==> src/rtl/macc_dot_product_ctrl.sv <==
// Dot-product sequencer: streams operand pairs from two sync-read RAMs into an
// external latency-1 MAC, drains the MAC pipeline and presents the sum on a valid/ready port.
module macc_dot_product_ctrl #(
  parameter int DATA_W = 16,
  parameter int ADDR_W = 8,
  parameter int ACC_W  = 48
) (
  input  logic              clk,
  input  logic              rst,
  input  logic              start,
  input  logic [ADDR_W-1:0] len,
  input  logic [ADDR_W-1:0] x_base,
  input  logic [ADDR_W-1:0] y_base,
  output logic              busy,
  output logic              rd_en,
  output logic [ADDR_W-1:0] x_addr,
  output logic [ADDR_W-1:0] y_addr,
  input  logic [DATA_W-1:0] x_data,
  input  logic [DATA_W-1:0] y_data,
  output logic              mac_clr,
  output logic [DATA_W-1:0] mac_a,
  output logic [DATA_W-1:0] mac_b,
  input  logic [ACC_W-1:0]  mac_acc,
  output logic [ACC_W-1:0]  result,
  output logic              result_valid,
  input  logic              result_ready
);

  typedef enum logic [2:0] {IDLE, CLEAR, ISSUE, DRAIN, DONE} state_t;

  state_t            state, state_nxt;
  logic [ADDR_W-1:0] len_r, x_base_r, y_base_r;
  logic [ADDR_W-1:0] idx, idx_nxt;
  logic [1:0]        drain_cnt, drain_cnt_nxt;
  logic              capture;
  logic              vld_p1;

  // Command parameters are held for the whole command; only written in IDLE.
  always_ff @(posedge clk) begin
    if (state == IDLE && start) begin
      len_r    <= len;
      x_base_r <= x_base;
      y_base_r <= y_base;
    end
  end

  always_ff @(posedge clk or posedge rst) begin
    if (rst) begin
      state     <= IDLE;
      idx       <= '0;
      drain_cnt <= '0;
      mac_clr   <= 1'b0;
      vld_p1    <= 1'b0;
      result    <= '0;
    end else begin
      state     <= state_nxt;
      idx       <= idx_nxt;
      drain_cnt <= drain_cnt_nxt;
      mac_clr   <= (state_nxt == CLEAR);
      vld_p1    <= rd_en;
      if (capture) result <= mac_acc;
    end
  end

  always_comb begin
    state_nxt     = state;
    idx_nxt       = idx;
    drain_cnt_nxt = drain_cnt;
    capture       = 1'b0;
    case (state)
      IDLE: begin
        if (start) begin
          state_nxt = CLEAR;
          idx_nxt   = '0;
        end
      end
      CLEAR: begin
        drain_cnt_nxt = '0;
        state_nxt     = (len_r != '0) ? ISSUE : DRAIN;
      end
      ISSUE: begin
        idx_nxt = idx + 1'b1;
        if (idx == len_r - 1'b1) state_nxt = DRAIN;
      end
      DRAIN: begin
        // Three cycles: RAM read, MAC input register, accumulate.
        drain_cnt_nxt = drain_cnt + 1'b1;
        if (drain_cnt == 2'd2) begin
          capture   = 1'b1;
          state_nxt = DONE;
        end
      end
      DONE: begin
        if (result_ready) state_nxt = IDLE;
      end
      default: state_nxt = IDLE;
    endcase
  end

  assign busy         = (state != IDLE);
  assign rd_en        = (state == ISSUE);
  assign x_addr       = rd_en ? x_base_r + idx : '0;
  assign y_addr       = rd_en ? y_base_r + idx : '0;
  assign result_valid = (state == DONE);

  // ---- p1: read data returns; zero operands keep the MAC idle otherwise ----
  assign mac_a = vld_p1 ? x_data : '0;
  assign mac_b = vld_p1 ? y_data : '0;

endmodule

==> config.mk <==
export PLATFORM = sky130hd
export DESIGN_NAME = macc_dot_product_ctrl
export DESIGN_NICKNAME = d
export VERILOG_FILES = /design/src/rtl/macc_dot_product_ctrl.sv
export SDC_FILE = /design/constraint.sdc
export NUM_CORES = 1
export LEC_CHECK = 0
export ABC_AREA = 1
export BUFFER_PORTS_ARGS = -buffer_cell sky130_fd_sc_hd__buf_2
export CAP_MARGIN = 20
export CORE_MARGIN = 2
export CORE_UTILIZATION = 43
export CTS_BUF_LIST = sky130_fd_sc_hd__clkbuf_16
export DETAILED_ROUTE_END_ITERATION = 10
export GPL_ROUTABILITY_DRIVEN = 0
export HOLD_SLACK_MARGIN = 0.02
export PLACE_DENSITY_LB_ADDON = 0.25
export SYNTH_ARGS = -nofsm -noshare
export SYNTH_HDL_FRONTEND = slang
export SYNTH_SLANG_ARGS = --single-unit
==> constraint.sdc <==
create_clock -name clk -period 1.6 [get_ports clk]
set_input_delay 0.16 -clock clk [delete_from_list [all_inputs] [get_ports clk]]
set_output_delay 0.16 -clock clk [all_outputs]
set_load 0.005 [all_outputs]
==> results of run 1 <==
[sequential cells by signal (all words and copies together), names as in the netlist, 2 cells and up]
name,flops
drain_cnt,2
idx,8
len_r,8
result,48
state,3
x_base_r,8
y_base_r,8
[worst paths after layout]
path | startpoint | to | slack [ps] | cells after the start
min in group asynchronous | rst | result[35] | 310 | 3
max in group asynchronous | rst | state[2] | 750 | 4
hold reg to reg | result[18] | result[18] | 500 | 1
setup / recovery | idx[3] | y_addr[5] | -440 | 9
setup reg to reg | state[2] | idx[2] | -10 | 6
hold / removal | mac_acc[46] | result[46] | 50 | 2
[per-layer routing]
layer  up-vias  track usage
met5         -            0
met4         0       0.0959
met3        21       0.0638
met2       169        0.382
met1      1999        0.238
li1       2084            -
[report_power, final]
| group | total [mW] | switching [mW] | leakage [nW] | internal [mW] |
|---|---|---|---|---|
| clock | 1.91 | 0.856 | 0.138 | 1.05 |
| sequential | 3.78 | 0.562 | 0.966 | 3.22 |
| combinational | 6.66 | 3.13 | 2.75 | 3.53 |
| total | 12.3 | 4.54 | 3.86 | 7.80 |
[critical path: cells and delay by family (launching register included)]
kind | cells | cell delay (ps)
AO/OA/AOI/OAI | 1 | 160
adder cells (fa/ha/maj) | 1 | 330
buffers and inverters | 2 | 300
flip-flops | 1 | 440
AND/OR/NAND/NOR | 5 | 330
[timing repair]
item,CTS,global route
buffers inserted,11,8
endpoints found under the setup margin,16,74
hold buffers,20,2
resized for setup,36,49
hold endpoints to repair,25,2
pin swaps,12,12
gates cloned,2,7
[Yosys cell counts]
library cell | n | share of area
mux2_4 | 9 | 0.030
nand4_1 | 3 | 0.0042
nor2_2 | 1 | 0.0014
nand2_2 | 2 | 0.0028
inv_1 | 71 | 0.060
nand2_1 | 108 | 0.091
mux2_2 | 39 | 0.098
buf_6 | 2 | 0.0050
edfxtp_1 | 24 | 0.16
xnor2_1 | 4 | 0.0078
xor2_1 | 1 | 0.0020
a21o_1 | 4 | 0.0067
ha_1 | 18 | 0.050
o21ai_0 | 17 | 0.019
nor3_1 | 5 | 0.0056
inv_2 | 2 | 0.0017
o21ai_1 | 1 | 0.0011
fa_1 | 2 | 0.0090
a31oi_1 | 2 | 0.0028
nand3_1 | 25 | 0.028
a41oi_1 | 2 | 0.0039
buf_2 | 5 | 0.0056
nor2_1 | 30 | 0.025
o211ai_1 | 1 | 0.0017
a21oi_1 | 14 | 0.016
clkbuf_1 | 3 | 0.0025
dfrtp_1 | 63 | 0.35
o22ai_1 | 3 | 0.0042
[stage by stage]
| stage | TNS, ps | power (mW) | hold slack (ps) |
|---|---|---|---|
| after floorplan | 0 | 6.38 | 259 |
| after global routing | -6960 | 13.2 | 41.9 |
| after detailed placement | -769 | 8.78 | 107 |
| after global placement | -455 | 8.61 | 106 |
| after CTS | -5500 | 11.5 | 20.9 |
| final | -5370 | 12.3 | 51.3 |
[cell type report]
type / count / area, sq um
well taps: 136 / 170
multi-input cells: 292 / 2190
clock buffers: 9 / 225
inverters: 73 / 287
clock inverters: 7 / 43.8
fillers: 766 / 3050
flip-flops and latches: 87 / 2310
repair buffers: 288 / 1920
[cell families (layout without fill, tap and decap cells)]
logic type,Yosys count,in the layout,share of synthesized area
compound gates,44,44,0.0552
xor+xnor,5,5,0.00981
fa+ha+maj,20,20,0.0594
buf+inv,83,377,0.0745
flops,87,87,0.514
mux,48,48,0.129
simple gates,174,175,0.158
[cells in the final DEF (no fill, tap or decap), types with 5 or more instances in the layout]
| master | count |
|---|---|
| inv_1 | 66 |
| a21oi_2 | 5 |
| buf_4 | 39 |
| buf_6 | 8 |
| nand3_1 | 21 |
| dfrtp_1 | 55 |
| nand2_1 | 103 |
| edfxtp_1 | 24 |
| ha_4 | 11 |
| mux2_2 | 39 |
| o21ai_0 | 10 |
| clkbuf_16 | 13 |
| buf_12 | 6 |
| mux2_4 | 9 |
| nor2_1 | 25 |
| dfrtp_2 | 8 |
| ha_1 | 7 |
| dlygate4sd3_1 | 22 |
| a21oi_1 | 8 |
| buf_2 | 207 |
==> flow_metrics.tcl, run 1 <==
set metrics [dict create \
    synth.avg_cell_area_sq_um 9.69 \
    drv_slew 0 \
    grt_antenna_before_repair 0 \
    slowest_stage "dfrtp_2" \
    drc 0 \
    dp_cells 827 \
    rsz0062_at_grt "yes" \
    crit_type "flip-flop to output port" \
    wl_per_cell_um 14.7 \
    grt_overflow 0 \
    netlist_area_sq_mm 0.00447 \
    place_ws_ps -131 \
    floorplan.core_area_sq_mm 0.0102 \
    grt_pass1_wl_mm 18.9 \
    layoutNonFillerInstCount 892 \
    n_antenna_cell 0 \
    die_area_sq_mm 0.0112 \
    period_share 1.28 \
    clk_path_buf_depth 2 \
    syn-num-nets 589 \
    drive_above_1_share 0.520 \
    finalSetupViolCount 18 \
    hp-class "primary input to flip-flop" \
    critPathRequiredTime_ps 1440 \
    maxSlewHeadroom 0.763 \
    initial_core_util 0.438 \
    numClockSinks 87 \
    p_per_area_mw_per_mm2 1730 \
    drtIter0Drc 255 \
    crit_top_cell "nand2_1" \
    cp_max_fo 5 \
    cp_slowest_stage_delay_ps 440 \
    synth_warnings 0 \
    irDropWorstVdd_v 0.000910 \
    clock_skew_ps 7.26 \
    synthCells 461 \
    drv_cap 0 \
    grt_max_degree 58 \
    status "finished, violations left" \
    vias 4273 \
    finalHoldViolations 0 \
    synth_seq_cells 87 \
    cts_root_buf "clkbuf_16" \
    viasPerCell 4.79 \
    path_cells "ha_1 -> buf_4 -> nand2_1 -> nand2_1 -> a21oi_2 -> nand2_1 -> nand2_1 -> nor2_1 -> buf_2" \
    grt.total_usage 0.215 \
    failed_checks "negative setup slack" \
    wl_met2_mm 6.84 \
    clk_pin_slew_ps 70 \
    final_nets 879 \
    cts_tree "yes" \
    p_leak_nw 3.86 \
    finalCriticalPeriod_ps 2040 \
    grt_pass1_vias 4120 \
    portBuffers 207 \
    worst_setup_path_start_kind "flip-flop" \
    arrival_ps 1880 \
    dp_hpwl_mm 9.02 \
    m1WireLength_mm 5.04 \
    tightestPinTransition_ps 356 \
    syn2layout_area_growth_pct 59.9 \
    ys_seq_area_frac 0.514 \
    drtAntennaViolNets 0 \
    clock_latency_ps 330 \
    dieHeight_um 106 \
    max_freq_mhz 490 \
    crit_path_end_kind "output port" \
    dr.pass1.iters 5 \
    wl_mm 13.1 \
    worst_slack_ps -442 \
    rows 37 \
    h-tree-depth 3 \
    maxUsedRoutingLayer "met4" \
    pin_count 208 \
    post_dp_cell_area_sq_mm 0.00593 \
    synth.distinct_cells 28 \
    dieWidth_um 106 \
    utilization 0.701 \
    cts_made_buffers 9 \
    final_area_sq_mm 0.00714 \
    wl_met3_um 939 \
]
No activity file was read; power rests on OpenSTA's default activity.
==> run 2: changes to the inputs <==
--- a/config.mk
+++ b/config.mk
@@ -5,11 +5,10 @@
 export SDC_FILE = /design/constraint.sdc
 export NUM_CORES = 1
 export LEC_CHECK = 0
-export ABC_AREA = 1
 export BUFFER_PORTS_ARGS = -buffer_cell sky130_fd_sc_hd__buf_2
 export CAP_MARGIN = 20
 export CORE_MARGIN = 2
-export CORE_UTILIZATION = 43
+export CORE_UTILIZATION = 42
 export CTS_BUF_LIST = sky130_fd_sc_hd__clkbuf_16
 export DETAILED_ROUTE_END_ITERATION = 10
 export GPL_ROUTABILITY_DRIVEN = 0
==> flow_metrics.tcl, run 2 <==
set metrics [dict create \
    status "finished, violations left" \
    failed_checks "negative setup slack" \
    grt_pass1_vias 3995 \
    portBuffers 207 \
    register_area_sq_mm 0.00230 \
    r2r_slack_ps -150 \
    synth-main-ff-cell "dfrtp_1" \
    irDropWorstVdd_v 0.000986 \
    fin_setup_tns_ps -9610 \
    cp_max_fo 4 \
    utilization 0.675 \
    mostFrequentLayoutCells "202 x buf_2, 60 x dfrtp_1, 51 x buf_4, 48 x mux2_2, 32 x and2_1" \
    floorplan.core_area_sq_mm 0.0101 \
    vias 3906 \
    period_share 1.49 \
    die_area_sq_mm 0.0111 \
    grt.total_usage 0.220 \
    tightestPinTransition_ps 492 \
    viasPerCell 4.89 \
    synth.distinct_cells 44 \
    largest_reg_flops 48 \
    synth_common_cells "63 x dfrtp_1, 48 x mux2_2, 36 x and2_1" \
    clock_latency_ps 340 \
    drv_slew 0 \
    wl_per_cell_um 15.5 \
    synthTopCellsByArea "dfrtp_1 36%, edfxtp_1 17%, mux2_2 12%" \
    drc 0 \
    path_cells "ha_4 -> fa_2 -> a21o_1 -> a21o_1 -> a21oi_2 -> nor4b_1 -> a211o_1 -> buf_2" \
    synth_warnings 0 \
    synthCells 356 \
    p_leak_nw 3.35 \
    max_freq_mhz 419 \
    clk_path_buf_depth 2 \
    cts_root_buf "clkbuf_16" \
    netlist_area_sq_mm 0.00433 \
    holdPathStages 2 \
    crit_top_cell "a21o_1" \
    fill_cells 782 \
    pin_count 208 \
    slowest_stage "dfrtp_2" \
    dieWidth_um 105 \
    clock_skew_ps 5.22 \
    syn-num-nets 484 \
    r2r_end "state[0]" \
    arrival_ps 2220 \
    finalHoldViolations 0 \
    worst_setup_path_start_kind "flip-flop" \
    cts_tree "yes" \
    async_flop_share 0.724 \
    rsz0062_at_grt "yes" \
    grt_overflow 0 \
    critPathRequiredTime_ps 1440 \
    regMostFlops "result" \
    numClockSinks 87 \
    post-synth-top-area-fraction 0.364 \
    rows 37 \
    drv_cap 0 \
    h-tree-depth 3 \
    grt_max_degree 40 \
    final_nets 784 \
    dp_hpwl_mm 8.97 \
    ys_seq_area_frac 0.531 \
    yosysMostFrequentCell "dfrtp_1" \
    final_common_cell "buf_2" \
    initial_core_util 0.427 \
    cp_slowest_stage_delay_ps 440 \
    drive_above_1_share 0.573 \
    synth-edff-count 24 \
    synth_seq_cells 87 \
    grt_antenna_before_repair 2 \
    p_per_area_mw_per_mm2 1740 \
    crit_path_end_kind "output port" \
    wl_mm 12.4 \
    finalCriticalPeriod_ps 2380 \
    drtAntennaViolNets 0 \
    cts_made_buffers 9 \
    multi_input_area_sq_mm 0.00211 \
    total_power_mw 11.9 \
    clk_pin_slew_ps 70 \
    timing.rr.start "state[0]" \
    worst_setup_path_endpoint "y_addr[6]" \
    crit_type "flip-flop to output port" \
    syn2layout_area_growth_pct 58.2 \
    yosys.area.top_type "dfrtp_1" \
    dieHeight_um 105 \
    startpoint "idx[0]" \
    worst_slack_ps -784 \
    finalSetupViolCount 42 \
    maxSlewHeadroom 0.672 \
    drtIter0Drc 209 \
    hp-class "primary input to flip-flop" \
    worstHoldStart "mac_acc[28]" \
    fin_hold_ws_ps 46.3 \
    reg2reg_depth 7 \
    place_ws_ps -443 \
    dr.pass1.iters 7 \
    grt_pass1_wl_mm 19.1 \
    synth.avg_cell_area_sq_um 12.2 \
]
## run 2: cell count changes after synthesis, sizes merged, moves of 4 or more
cell    previous run  this run
nand3             25        14
and2               0        36
nor2              31        17
a21o               4         9
a21oi             14         9
inv               73         9
xor2               1         8
xnor2              4        13
o21ai             18        11
nand2b             0         5
nand2            110        15
mux2i              0         4
## run 2: cells by family (layout without fill, tap and decap cells)
kind of cell / count (synthesis) / in the layout / share of synthesized area
simple gates: 113 / 113 / 0.145
flops: 87 / 87 / 0.531
mux: 52 / 52 / 0.134
compound gates: 41 / 41 / 0.0639
buf+inv: 22 / 327 / 0.0217
xor+xnor: 21 / 21 / 0.0425
fa+ha+maj: 20 / 20 / 0.0613
other cells: 0 / 2 / 0
## run 2: critical path: cells and delay by family (launching register included)
family,cells,cell delay [ps]
compound gates,4,720
fa+ha+maj,2,520
flops,1,440
buf+inv,1,130
simple gates,1,70
## run 2: final cells by class
| class | count | share of cell area |
|---|---|---|
| Sequential cell | 87 | 0.336 |
| Multi-Input combinational cell | 247 | 0.309 |
| Timing Repair Buffer | 301 | 0.282 |
| Clock buffer | 9 | 0.0329 |
| Tap cell | 136 | 0.0249 |
| Inverter | 10 | 0.00768 |
| Clock inverter | 7 | 0.00640 |
| Antenna cell | 2 | 0.000731 |
## run 2: per-layer routing
layer | vias to the layer above | routed length [um] | global-route usage
met5 | - | 0 | 0
met4 | 0 | 415 | 0.0874
met1 | 1860 | 4460 | 0.232
li1 | 1863 | - | -
met2 | 157 | 6640 | 0.408
met3 | 26 | 870 | 0.0674
## run 2: worst min path at each step
stage / to / slack (ps)
detailed placement: drain_cnt[0] / 280
CTS: result[28] / 40
global route: result[24] / 30
finish: result[28] / 50
floorplan: len_r[0] / 260
global placement: drain_cnt[0] / 270
## run 2: metrics by stage
step	cell area, sq um	instances
after floorplan	4420	356
after global placement	5990	740
after detailed placement	5990	740
after CTS	6700	791
after global routing	6840	799
final	6840	799
## run 2: what timing repair did
item                                    CTS  global route
resized for setup                        29            22
hold buffers                             26             0
endpoints found under the setup margin   52            25
setup buffers                             9            10
cloned                                    0             0
pin swaps                                14            13
hold endpoints to repair                 88             0
## run 2: power by group
group	internal (mW)	switching [mW]	total (mW)	leakage, nW
Clock	1.05	0.865	1.92	0.138
Sequential	3.15	0.555	3.70	0.967
Combinational	3.61	2.66	6.27	2.25
Total	7.81	4.08	11.9	3.35
